`src/rtl/lsu_mmio_stall_if.sv`:
```
// Handshaked data-SRAM bus between the load/store unit (master) and the SRAM (slave).
// The master holds req/we/addr/wdata/bmask stable until the slave returns ack with rdata.
interface lsu_mmio_stall_if #(
    parameter int DMEM_AW = 11
) ();
    logic               req;
    logic               we;
    logic [DMEM_AW-1:0] addr;
    logic [31:0]        wdata;
    logic [3:0]         bmask;
    logic [31:0]        rdata;
    logic               ack;

    modport master (output req, we, addr, wdata, bmask, input  rdata, ack);
    modport slave  (input  req, we, addr, wdata, bmask, output rdata, ack);
endinterface

```
`src/rtl/lsu_mmio_stall.sv`:
```
// RV32I load/store unit: external handshaked data SRAM with PC-stall wait states, plus
// zero-wait-state memory-mapped LEDs, 7-seg bank, LCD word and synchronised switches.
module lsu_mmio_stall #(
    parameter int DMEM_AW = 11,
    parameter int NUM_HEX = 8,
    parameter int LEDR_W  = 32,
    parameter int LEDG_W  = 32,
    parameter int TIMEOUT = 15
) (
    input  logic                 i_clk,
    input  logic                 i_reset,
    input  logic [31:0]          i_addr,
    input  logic [31:0]          i_st_data,
    input  logic                 i_mem_wren,
    input  logic                 i_mem_read,
    input  logic [1:0]           i_size,
    input  logic                 i_ld_un,
    output logic [31:0]          o_ld_data,
    output logic                 o_stall,
    output logic                 o_misalign,
    output logic                 o_bus_err,
    lsu_mmio_stall_if.master     sram,
    output logic [LEDR_W-1:0]    o_io_ledr,
    output logic [LEDG_W-1:0]    o_io_ledg,
    output logic [7*NUM_HEX-1:0] o_io_hex,
    output logic [31:0]          o_io_lcd,
    input  logic [31:0]          i_io_sw
);

    localparam int          HEX_PAGES  = (NUM_HEX + 3) / 4;
    localparam logic [3:0]  LCD_PAGE   = (NUM_HEX > 8) ? 4'(2 + HEX_PAGES) : 4'd4;
    localparam int          CNT_W      = $clog2(TIMEOUT + 1);
    localparam logic [32:0] SRAM_BYTES = 33'd4 << DMEM_AW;
    localparam logic [31:0] LEDR_MASK  = 32'hFFFF_FFFF >> (32 - LEDR_W);
    localparam logic [31:0] LEDG_MASK  = 32'hFFFF_FFFF >> (32 - LEDG_W);

    typedef enum logic [1:0] {IDLE, REQ, DONE} state_t;

    function automatic logic [3:0] lane_mask(input logic [1:0] size, input logic [1:0] off);
        case (size)
            2'b00:   return 4'b0001 << off;
            2'b01:   return 4'b0011 << off;
            default: return 4'b1111;
        endcase
    endfunction

    function automatic logic [31:0] lane_data(input logic [1:0] size, input logic [31:0] d);
        case (size)
            2'b00:   return {4{d[7:0]}};
            2'b01:   return {2{d[15:0]}};
            default: return d;
        endcase
    endfunction

    function automatic logic [31:0] fmt_load(input logic [31:0] word, input logic [1:0] off,
                                             input logic [1:0] size, input logic un);
        logic [31:0] sh;
        sh = word >> {off, 3'b000};
        case (size)
            2'b00:   return un ? {24'h0, sh[7:0]}   : {{24{sh[7]}}, sh[7:0]};
            2'b01:   return un ? {16'h0, sh[15:0]}  : {{16{sh[15]}}, sh[15:0]};
            default: return sh;
        endcase
    endfunction

    function automatic logic [31:0] merge(input logic [31:0] old, input logic [31:0] d,
                                          input logic [3:0] m);
        logic [31:0] r;
        r = old;
        for (int b = 0; b < 4; b++)
            if (m[b]) r[8*b +: 8] = d[8*b +: 8];
        return r;
    endfunction

    // Only bits[6:0] of the byte lanes that carry a real digit are kept.
    function automatic logic [31:0] hex_mask(input int page);
        logic [31:0] m;
        m = '0;
        for (int j = 0; j < 4; j++)
            if (4*page + j < NUM_HEX) m[8*j +: 8] = 8'h7F;
        return m;
    endfunction

    state_t               state_q, state_n;
    logic [CNT_W-1:0]     cnt_q;
    logic [DMEM_AW-1:0]   addr_q;
    logic                 we_q;
    logic [31:0]          wdata_q;
    logic [3:0]           bmask_q;
    logic [31:0]          rdata_q;
    logic                 bus_err_q;
    logic [31:0]          ledr_q, ledg_q, lcd_q, sw_meta, sw_sync;
    logic [31:0]          hex_q [HEX_PAGES];

    logic                 request, misaligned, aligned_req, sram_hit, go, timeout_hit;
    logic                 io_word, sel_ledr, sel_ledg, sel_lcd, sel_sw, io_we;
    logic [3:0]           io_pg;
    logic [HEX_PAGES-1:0] sel_hex;
    logic [3:0]           st_mask;
    logic [31:0]          st_data, io_rdata;

    assign request     = i_mem_wren | i_mem_read;
    assign misaligned  = (i_size == 2'b01 && i_addr[0]) || (i_size[1] && i_addr[1:0] != 2'b00);
    assign aligned_req = request & ~misaligned;
    assign o_misalign  = request & misaligned;
    assign sram_hit    = (i_addr[31:16] == 16'h0) && ({1'b0, i_addr} < SRAM_BYTES);
    assign go          = (state_q == IDLE) && aligned_req && sram_hit;
    assign timeout_hit = (cnt_q == CNT_W'(TIMEOUT - 1));
    assign st_mask     = lane_mask(i_size, i_addr[1:0]);
    assign st_data     = lane_data(i_size, i_st_data);

    assign io_word  = (i_addr[31:16] == 16'h1000) && (i_addr[11:2] == 10'h0);
    assign io_pg    = i_addr[15:12];
    assign sel_ledr = io_word && io_pg == 4'd0;
    assign sel_ledg = io_word && io_pg == 4'd1;
    assign sel_lcd  = io_word && io_pg == LCD_PAGE;
    assign sel_sw   = (i_addr[31:2] == 30'h0400_4000);
    assign io_we    = (state_q == IDLE) && aligned_req && i_mem_wren;

    // NOTE: every always_comb output gets a default before any branch, so no path can infer a latch.
    always_comb begin
        sel_hex  = '0;
        io_rdata = '0;
        for (int k = 0; k < HEX_PAGES; k++)
            sel_hex[k] = io_word && io_pg == 4'(2 + k);
        if (sel_ledr) io_rdata = ledr_q;
        if (sel_ledg) io_rdata = ledg_q;
        if (sel_lcd)  io_rdata = lcd_q;
        if (sel_sw)   io_rdata = sw_sync;
        for (int k = 0; k < HEX_PAGES; k++)
            if (sel_hex[k]) io_rdata = hex_q[k];
    end

    // NOTE: sequential state uses non-blocking assignments so every flop samples pre-edge values.
    always_ff @(posedge i_clk) begin
        if (i_reset) state_q <= IDLE;
        else         state_q <= state_n;
    end

    always_comb begin
        state_n  = state_q;
        o_stall  = 1'b0;
        sram.req = 1'b0;
        case (state_q)
            IDLE: if (go) begin
                o_stall = 1'b1;
                state_n = REQ;
            end
            REQ: begin
                o_stall  = 1'b1;
                sram.req = 1'b1;
                if (sram.ack || timeout_hit) state_n = DONE;
            end
            DONE:    state_n = IDLE;
            default: state_n = IDLE;
        endcase
    end

    // Access parameters are captured once on IDLE->REQ and held for the whole handshake.
    always_ff @(posedge i_clk) begin
        if (i_reset) begin
            cnt_q     <= '0;
            addr_q    <= '0;
            we_q      <= 1'b0;
            wdata_q   <= '0;
            bmask_q   <= '0;
            rdata_q   <= '0;
            bus_err_q <= 1'b0;
        end else begin
            bus_err_q <= 1'b0;
            if (go) begin
                cnt_q   <= '0;
                addr_q  <= i_addr[DMEM_AW+1:2];
                we_q    <= i_mem_wren;
                wdata_q <= st_data;
                bmask_q <= st_mask;
            end else if (state_q == REQ) begin
                if (sram.ack) begin
                    rdata_q <= sram.rdata;
                end else if (timeout_hit) begin
                    rdata_q   <= '0;
                    bus_err_q <= 1'b1;
                end else begin
                    cnt_q <= cnt_q + 1'b1;
                end
            end
        end
    end

    assign sram.we    = we_q;
    assign sram.addr  = addr_q;
    assign sram.wdata = wdata_q;
    assign sram.bmask = bmask_q;
    assign o_bus_err  = bus_err_q;

    always_comb begin
        o_ld_data = '0;
        if (state_q == DONE) begin
            if (!we_q) o_ld_data = fmt_load(rdata_q, i_addr[1:0], i_size, i_ld_un);
        end else if (state_q == IDLE && i_mem_read && !i_mem_wren && !misaligned && !sram_hit) begin
            o_ld_data = fmt_load(io_rdata, i_addr[1:0], i_size, i_ld_un);
        end
    end

    // NOTE: the small HEX register array is reset element by element, unlike a true RAM.
    always_ff @(posedge i_clk) begin
        if (i_reset) begin
            ledr_q  <= '0;
            ledg_q  <= '0;
            lcd_q   <= '0;
            sw_meta <= '0;
            sw_sync <= '0;
            for (int k = 0; k < HEX_PAGES; k++) hex_q[k] <= '0;
        end else begin
            sw_meta <= i_io_sw;
            sw_sync <= sw_meta;
            if (io_we) begin
                if (sel_ledr) ledr_q <= merge(ledr_q, st_data, st_mask) & LEDR_MASK;
                if (sel_ledg) ledg_q <= merge(ledg_q, st_data, st_mask) & LEDG_MASK;
                if (sel_lcd)  lcd_q  <= merge(lcd_q, st_data, st_mask);
                for (int k = 0; k < HEX_PAGES; k++)
                    if (sel_hex[k]) hex_q[k] <= merge(hex_q[k], st_data, st_mask) & hex_mask(k);
            end
        end
    end

    assign o_io_ledr = ledr_q[LEDR_W-1:0];
    assign o_io_ledg = ledg_q[LEDG_W-1:0];
    assign o_io_lcd  = lcd_q;

    for (genvar i = 0; i < NUM_HEX; i++) begin : g_hex
        assign o_io_hex[7*i +: 7] = hex_q[i/4][8*(i%4) +: 7];
    end

endmodule

```
`src/flat_wrapper.sv`:
```
// flat-port wrapper written by rule: the top's interface ports become plain ports
module lsu_mmio_stall_flat 
#(
    parameter int DMEM_AW = 11,
    parameter int NUM_HEX = 8,
    parameter int LEDR_W  = 32,
    parameter int LEDG_W  = 32,
    parameter int TIMEOUT = 15
)
  (i_clk, i_reset, i_addr, i_st_data, i_mem_wren, i_mem_read, i_size, i_ld_un, o_ld_data, o_stall, o_misalign, o_bus_err, o_io_ledr, o_io_ledg, o_io_hex, o_io_lcd, i_io_sw, sram_req, sram_we, sram_addr, sram_wdata, sram_bmask, sram_rdata, sram_ack);
  lsu_mmio_stall_if #(.DMEM_AW(DMEM_AW)) sram_i ();
  input  logic i_clk;
  input  logic i_reset;
  input  logic [31:0] i_addr;
  input  logic [31:0] i_st_data;
  input  logic i_mem_wren;
  input  logic i_mem_read;
  input  logic [1:0] i_size;
  input  logic i_ld_un;
  output logic [31:0] o_ld_data;
  output logic o_stall;
  output logic o_misalign;
  output logic o_bus_err;
  output logic [LEDR_W-1:0] o_io_ledr;
  output logic [LEDG_W-1:0] o_io_ledg;
  output logic [7*NUM_HEX-1:0] o_io_hex;
  output logic [31:0] o_io_lcd;
  input  logic [31:0] i_io_sw;
  output wire logic [$bits(sram_i.req)-1:0] sram_req;
  output wire logic [$bits(sram_i.we)-1:0] sram_we;
  output wire logic [$bits(sram_i.addr)-1:0] sram_addr;
  output wire logic [$bits(sram_i.wdata)-1:0] sram_wdata;
  output wire logic [$bits(sram_i.bmask)-1:0] sram_bmask;
  input wire logic [$bits(sram_i.rdata)-1:0] sram_rdata;
  input wire logic [$bits(sram_i.ack)-1:0] sram_ack;
  assign sram_req = sram_i.req;
  assign sram_we = sram_i.we;
  assign sram_addr = sram_i.addr;
  assign sram_wdata = sram_i.wdata;
  assign sram_bmask = sram_i.bmask;
  assign sram_i.rdata = sram_rdata;
  assign sram_i.ack = sram_ack;
  lsu_mmio_stall #(.DMEM_AW(DMEM_AW), .NUM_HEX(NUM_HEX), .LEDR_W(LEDR_W), .LEDG_W(LEDG_W), .TIMEOUT(TIMEOUT)) u_core (.i_clk(i_clk), .i_reset(i_reset), .i_addr(i_addr), .i_st_data(i_st_data), .i_mem_wren(i_mem_wren), .i_mem_read(i_mem_read), .i_size(i_size), .i_ld_un(i_ld_un), .o_ld_data(o_ld_data), .o_stall(o_stall), .o_misalign(o_misalign), .o_bus_err(o_bus_err), .sram(sram_i), .o_io_ledr(o_io_ledr), .o_io_ledg(o_io_ledg), .o_io_hex(o_io_hex), .o_io_lcd(o_io_lcd), .i_io_sw(i_io_sw));
endmodule
```
`config.mk`:
```
export PLATFORM = sky130hd
export DESIGN_NAME = lsu_mmio_stall_flat
export DESIGN_NICKNAME = d
export VERILOG_FILES = /design/src/rtl/lsu_mmio_stall_if.sv /design/src/rtl/lsu_mmio_stall.sv /design/src/flat_wrapper.sv
export SDC_FILE = /design/constraint.sdc
export NUM_CORES = 1
export LEC_CHECK = 0
export ABC_AREA = 1
export CAP_MARGIN = 40
export CORE_MARGIN = 2
export CORE_UTILIZATION = 43
export CTS_CLUSTER_DIAMETER = 150
export CTS_CLUSTER_SIZE = 16
export DETAILED_ROUTE_END_ITERATION = 8
export PLACE_DENSITY_LB_ADDON = 0.15
export SKIP_CTS_REPAIR_TIMING = 1
export SLEW_MARGIN = 25
export SYNTH_ARGS = -nofsm -noshare
export SYNTH_HDL_FRONTEND = slang
export SYNTH_SLANG_ARGS = --single-unit
```
`constraint.sdc`:
```
create_clock -name i_clk -period 5.6 [get_ports i_clk]
set_input_delay 1.12 -clock i_clk [delete_from_list [all_inputs] [get_ports i_clk]]
set_output_delay 1.12 -clock i_clk [all_outputs]
set_load 0.02 [all_outputs]
```
After elaboration in Yosys (flattened, before gate mapping):

Memory sizes are Yosys's and may differ from the RTL's.
Cells that the tools add are included.

* memory bits (writable): 64
* flip-flop bits (word level): 247
* output and inout port bits: 236
* memories kept: 1

Memory list
* u_core.hex_q: depth 2, bits a word 32, read ports 2, clocked after memory_dff 0, wr ports 2, RTL line lsu_mmio_stall.sv:93 `logic [31:0] hex_q [HEX_PAGES];`

* bitwise gates (word level): 12
* magnitude comparators: 1
* multiplexer cells: 76
* add/sub/neg operators: 1
* shift operators: 4
* reduce and logical (&&, ||, !) cells: 45
* equality and inequality tests: 12

Operators by type and width (number)
* 32-bit two-way mux: 17
* 8-bit two-way mux: 38
* 32-bit one-hot mux with 2 select lines: 3
* 32-bit AND: 2
* 32-bit by 5-bit right shift with 32-bit output: 2
* 3-bit AND reduction: 14
* 32-bit by 14-bit less-than comparator with 1-bit output (second input constant): 1
* 30-bit by 27-bit equality test with 1-bit output (second input constant): 1
* 16-bit by 13-bit equality test with 1-bit output (second input constant): 1
* 1-bit logical AND: 16
* 16-bit logical NOT: 1
* 1-bit two-way mux: 13
* 10-bit logical NOT: 1
* 4-bit by 2-bit equality test with 1-bit output (second input constant): 2
* 4-bit one-hot mux with 2 select lines: 1
* 1-bit inverter: 5
* 4-bit by 1-bit adder with 4-bit output (second input constant): 1
* 2-bit by 1-bit equality test with 1-bit output (second input constant): 2
* 4-bit by 1-bit equality test with 1-bit output (second input constant): 1
* 4-bit by 3-bit equality test with 1-bit output (second input constant): 1
* 4-bit equality test (second input constant): 1
* 2-bit logical NOT: 2
* 4-bit logical NOT: 1
* 2-bit two-way mux: 2
* 14 further kinds: 22

Logic depth before layout (Yosys ltp):

* word-level depth: 14
* mapped depth: 19

Least setup slack after synthesis:

No wires, ideal clock.

* path kind: input -> output
* start: input port i_addr[31]
* end: output port o_ld_data[30]
* arrival: 2890 ps
* stages: 16
* buffers on the path: 1
* setup slack: 1590 ps
* path through: nor2_1 -> nand2_1 -> nor2_1 -> nand2_1 -> nor2_4 -> nand3_2 -> o21ai_1 -> inv_1 -> nand2_1 -> nand3_2 -> nand3_2 -> nand3_4 -> nand3_4 -> buf_6 -> nand3_2 -> nand2_1

* cells in the longest elaborated chain, start to end: 14

Ends and longest elaborated chain
* from (decl): RTL line flat_wrapper.sv:14 `input logic [31:0] i_addr;`
* 16-bit by 13-bit equality test with 1-bit output: RTL line lsu_mmio_stall.sv:112 `assign io_word = (i_addr[31:16] == 16'h1000) && (i_addr[11:2] == 10'h0);`
* 1-bit logical AND: RTL line lsu_mmio_stall.sv:112
* 1-bit logical AND: RTL line lsu_mmio_stall.sv:114 `assign sel_ledr = io_word && io_pg == 4'd0;`
* 32-bit two-way mux: RTL line lsu_mmio_stall.sv:126 `if (sel_ledr) io_rdata = ledr_q;`
* 32-bit two-way mux: RTL line lsu_mmio_stall.sv:127 `if (sel_ledg) io_rdata = ledg_q;`
* 32-bit two-way mux: RTL line lsu_mmio_stall.sv:128 `if (sel_lcd) io_rdata = lcd_q;`
* 32-bit two-way mux: RTL line lsu_mmio_stall.sv:129 `if (sel_sw) io_rdata = sw_sync;`
* 32-bit two-way mux (2 in series): RTL line lsu_mmio_stall.sv:131 `if (sel_hex[k]) io_rdata = hex_q[k];`
* 32-bit by 5-bit right shift with 32-bit output: RTL line lsu_mmio_stall.sv:58 `sh = word >> {off, 3'b000};`
* 32-bit two-way mux (on tied branches): RTL line lsu_mmio_stall.sv:61, lsu_mmio_stall.sv:60
* 32-bit one-hot mux with 2 select lines: RTL line lsu_mmio_stall.sv:59 `case (size)`
* 32-bit two-way mux (*): RTL line lsu_mmio_stall.sv:200 `end else if (state_q == IDLE && i_mem_read && !i_mem_wren && !misaligned && !sram_hit) begin`
* 32-bit two-way mux (*): RTL line lsu_mmio_stall.sv:198 `if (state_q == DONE) begin`
* to (decl): RTL line flat_wrapper.sv:20 `output logic [31:0] o_ld_data;`

Mark *: on every way between the ends. The rest lies on a longest branch, timed or not.

Final worst setup path:

* start: input port i_addr[15]
* end: output port o_ld_data[26]

* cells in the longest elaborated chain, start to end: 13

Ends and longest elaborated chain (RTL line)
* 4-bit logical NOT: lsu_mmio_stall.sv:114
* 1-bit logical AND: lsu_mmio_stall.sv:114
* 32-bit two-way mux: lsu_mmio_stall.sv:126
* 32-bit two-way mux: lsu_mmio_stall.sv:127
* 32-bit two-way mux: lsu_mmio_stall.sv:128
* 32-bit two-way mux: lsu_mmio_stall.sv:129
* 32-bit two-way mux (2 in series): lsu_mmio_stall.sv:131
* 32-bit by 5-bit right shift with 32-bit output: lsu_mmio_stall.sv:58
* 32-bit two-way mux (on tied branches): lsu_mmio_stall.sv:61, lsu_mmio_stall.sv:60
* 32-bit one-hot mux with 2 select lines: lsu_mmio_stall.sv:59
* 32-bit two-way mux (*): lsu_mmio_stall.sv:200
* 32-bit two-way mux (*): lsu_mmio_stall.sv:198

Marked as above.

==> metrics.txt <==
outcome=complete, no violations; Vias per Instance=5.46; stage delay of the slowest cell on the critical path=0.59 ns; largest area contributor in the netlist=sky130_fd_sc_hd__dfxtp_1; max-cap viol count=0; worst r2r path cells=8; number of buffers created by CTS=22; share of final-layout standard cells stronger than drive strength 1=7.54%; CP Buf/Inv Count=4; Congestion Overflow GR=0; per-instance average area after synthesis=7.44 um2; number of nets at the end of the flow=2,396; clock input transition at the sequential cells of the worst setup and hold paths=0.06 ns; number of antenna-violating nets in the routed design=0; total via count in the routed design=14,784; switch share=25.4%; area of the die=0.0344 mm2; pin count of the biggest net entering global routing=80; post-synthesis async set-or-reset flop share=0%; total of buffers placed on input and output ports=371; detailed placer's ending HPWL=42,800 um; Final Hold Vio Count=0; Overall Power=4.24 mW; net switching power figure=1.08 mW; Crit. End Element=primary output; Mapped Nets=2,044; largest cells by area after synthesis=sky130_fd_sc_hd__dfxtp_1, sky130_fd_sc_hd__edfxtp_1, sky130_fd_sc_hd__nand2_1, sky130_fd_sc_hd__o21ai_0, sky130_fd_sc_hd__a21oi_1; clk_skew=0.0195 ns; CTS tree=done; delay-heaviest family, CP=simple AND/OR/NAND/NOR gates; R2R setup slack=3.39 ns; share of power burned in registers=53.3%; global-route wire length before repair=82,500 um; worst skew pair latency=0.55 ns; number of remaining DRC errors=0; 1st-iter DRT viols=1,328; area share of the largest cell type after synthesis=34.9%; layout overhead on the synthesized area=35.8%; number of warnings printed during yosys synthesis=0; Peak VDD IR=0.195 mV; critical path arrival=4.30 ns; worst-margin pin slew=0.911 ns; number of antenna violations at the first check in global routing=1; worst hold stages=2; most frequent cells in the layout=sky130_fd_sc_hd__nand2_1, sky130_fd_sc_hd__clkdlybuf4s50_1, sky130_fd_sc_hd__dfxtp_1; Cell Pwr Density=220 mW/mm2; total detailed-routing wirelength=56,500 um; vertical extent of the die=186 um; cell area after placement=0.0185 mm2; effective utilization at floorplan=43.6%; total routing resource utilization after global routing=31.8%; final total negative setup slack=0 ns; H-tree depth reported by CTS=1; flip-flop and latch count after synthesis=303; number of slew-limit violations in the final report=0; startpoint-to-endpoint class of the critical path=in2out; summed area of non-filler cells in the final layout=0.0193 mm2; area of the mapped netlist=0.0142 mm2; vias in the first global route=13,625; critical-path cell with the highest stage delay=sky130_fd_sc_hd__clkdlybuf4s50_1; terminating pin of the worst hold path=u_core.sw_sync[13]$_SDFF_PP0_; setup violation total in the final timing report=0; sequential cell area fraction in the yosys report=46.7%; Avg WL per Cell=20.8 um; number of distinct library cells after synthesis=47; TritonRoute pass-1 iters=7; critical path, cell by cell=clkdlybuf4s50_1, or2_4, nor2_4, nand2_4, nor3_2, nand3_4, o21ai_1, inv_1, nand2_1, nand3_2, nand3_2, nand3_4, nand3_4, buf_12, nand3_2, nand2_1, clkdlybuf4s50_1; post-route clock period utilization=96.9%; worst max-slew margin expressed relative to the limit=39.3%; type of the most critical hold path=reg2reg; minimum clock period=5.42 ns; critical hold path startpoint=u_core.sw_meta[13]$_SDFF_PP0_; Worst Setup Start Kind=input port; Core Rows=66; clock tree root buffer cell=sky130_fd_sc_hd__clkbuf_16; Comb power frac=10.9%; area of the placeable core=0.0325 mm2; total I/O pin count=372; number of standard cells after synthesis=1,906; FMAX=184 MHz; CP Data Required Time=4.48 ns; final hold slack=0.403 ns; maximum buffer depth of the clock tree=3; P_int=3.16 mW; Horiz. Die Dim=186 um; r2r endpoint=u_core.hex_q[0][25]$_SDFFCE_PP0P_; Most used DFF post-synth=sky130_fd_sc_hd__dfxtp_1; Post-synth EDFFs=56; Critical Path Fanout Max=10; portion of total power attributed to the clock network=35.8%; startpoint of the worst-slack reg-to-reg timing path=u_core.state_q[1]$_SDFFE_PP0P_; number of fill cells=3,024; most common cell after layout, fill and taps aside=sky130_fd_sc_hd__nand2_1; leakage=8.09 nW; clk sinks=303; placer's final routability congestion estimate=0.966
==> cell families after synthesis <==
family                     count (synthesis)  synth area share (%)
AOI/OAI and AO/OA                        515                  19.5
DFF                                      303                  46.7
xor gates and xnor gates                   2                 0.124
and+or+nand+nor                          764                  24.3
buffers and inverters                    320                  9.15
adders and majority gates                  2                 0.176
==> worst reg2reg max path, cell delays in order (launching register included) <==
cell                      delay (ns)
sky130_fd_sc_hd__dfxtp_1        0.33
sky130_fd_sc_hd__nor2_1         0.11
sky130_fd_sc_hd__nand2_1        0.09
sky130_fd_sc_hd__nor2_1         0.19
sky130_fd_sc_hd__inv_2          0.13
sky130_fd_sc_hd__nor2_1         0.22
sky130_fd_sc_hd__nand2_1        0.31
sky130_fd_sc_hd__o21ai_0        0.36
sky130_fd_sc_hd__inv_1          0.22
==> metrics by stage <==
step	instances	util [%]	worst slack, ns
2_1_floorplan	1906	-	1.59
3_3_place_gp	2659	56.5	0.111
3_5_place_dp	2669	56.8	0.0658
4_1_cts	2702	58.7	0.0639
5_1_grt	2710	59.2	-0.000389
6_report	2710	59.2	0.175
==> worst max-delay path by stage <==
stage | start | endpoint | slack [ns] | cells after the start
final | i_addr[15] | o_ld_data[26] | 0.18 | 17
after global placement | i_addr[10] | o_ld_data[17] | 0.11 | 17
after CTS | i_addr[10] | o_ld_data[19] | 0.06 | 17
after global routing | i_addr[19] | o_ld_data[26] | -0.0004 | 19
after detailed placement | i_addr[10] | o_ld_data[19] | 0.07 | 17
after floorplan | i_addr[31] | o_ld_data[30] | 1.59 | 16
==> synthesized netlist by cell type, types with 3 or more instances <==
| cell | instances |
|---|---|
| sky130_fd_sc_hd__inv_2 | 10 |
| sky130_fd_sc_hd__o21bai_1 | 7 |
| sky130_fd_sc_hd__or2_2 | 14 |
| sky130_fd_sc_hd__nand3_2 | 19 |
| sky130_fd_sc_hd__buf_1 | 13 |
| sky130_fd_sc_hd__nand3_4 | 3 |
| sky130_fd_sc_hd__buf_4 | 8 |
| sky130_fd_sc_hd__buf_2 | 21 |
| sky130_fd_sc_hd__dfxtp_1 | 247 |
| sky130_fd_sc_hd__edfxtp_1 | 56 |
| sky130_fd_sc_hd__nor2_4 | 9 |
| sky130_fd_sc_hd__nor2_1 | 205 |
| sky130_fd_sc_hd__a21oi_1 | 178 |
| sky130_fd_sc_hd__nand4_1 | 43 |
| sky130_fd_sc_hd__clkbuf_1 | 70 |
| sky130_fd_sc_hd__o21ai_0 | 243 |
| sky130_fd_sc_hd__nand3_1 | 71 |
| sky130_fd_sc_hd__o21ai_1 | 18 |
| sky130_fd_sc_hd__buf_6 | 5 |
| sky130_fd_sc_hd__or2_1 | 15 |
| sky130_fd_sc_hd__o211ai_1 | 7 |
| sky130_fd_sc_hd__nor2_2 | 6 |
| sky130_fd_sc_hd__a221oi_1 | 15 |
| sky130_fd_sc_hd__inv_1 | 190 |
| sky130_fd_sc_hd__o21a_1 | 17 |
| sky130_fd_sc_hd__a22oi_1 | 9 |
| sky130_fd_sc_hd__nand2_1 | 357 |
| sky130_fd_sc_hd__a31oi_1 | 17 |
| sky130_fd_sc_hd__nor3_1 | 10 |
==> routing by layer <==
| layer | wire (um) | global-route usage, % | vias to the layer above |
|---|---|---|---|
| li1 | - | - | 6997 |
| met1 | 23300 | 41.6 | 6900 |
| met2 | 25400 | 51.5 | 778 |
| met3 | 5150 | 5.91 | 109 |
| met4 | 2580 | 13.6 | 0 |
| met5 | 0 | 0 | - |
==> layout make-up <==
cell class | count | area (um2) | share of cell area (%)
inverter | 203 | 767 | 3.98
clock buffer | 32 | 588 | 3.05
sequential | 303 | 6630 | 34.4
clock inverter | 1 | 30.0 | 0.156
timing repair buffer | 445 | 4410 | 22.9
tap | 442 | 553 | 2.87
multi-input combinational | 1283 | 6270 | 32.6
antenna | 1 | 2.50 | 0.0130
==> flip-flops by register name, indices dropped and copies added (netlist names), 2 cells and up <==
signal             count
u_core.hex_q          56
u_core.o_io_lcd       32
u_core.o_io_ledg      32
u_core.o_io_ledr      32
u_core.rdata_q        32
u_core.sram.wdata     32
u_core.sw_meta        32
u_core.sw_sync        32
u_core.sram.addr      11
u_core.cnt_q           4
u_core.sram.bmask      4
u_core.state_q         2
==> power by group through the flow <==
stage	logic [mW]	registers, mW	clock network (mW)
after floorplan	0.186	2.32	0
after global placement	0.444	2.31	0
after detailed placement	0.450	2.31	0
after CTS	0.452	2.26	1.53
after global routing	0.491	2.26	1.61
final	0.463	2.26	1.52
No activity file was read; power rests on OpenSTA's default activity.
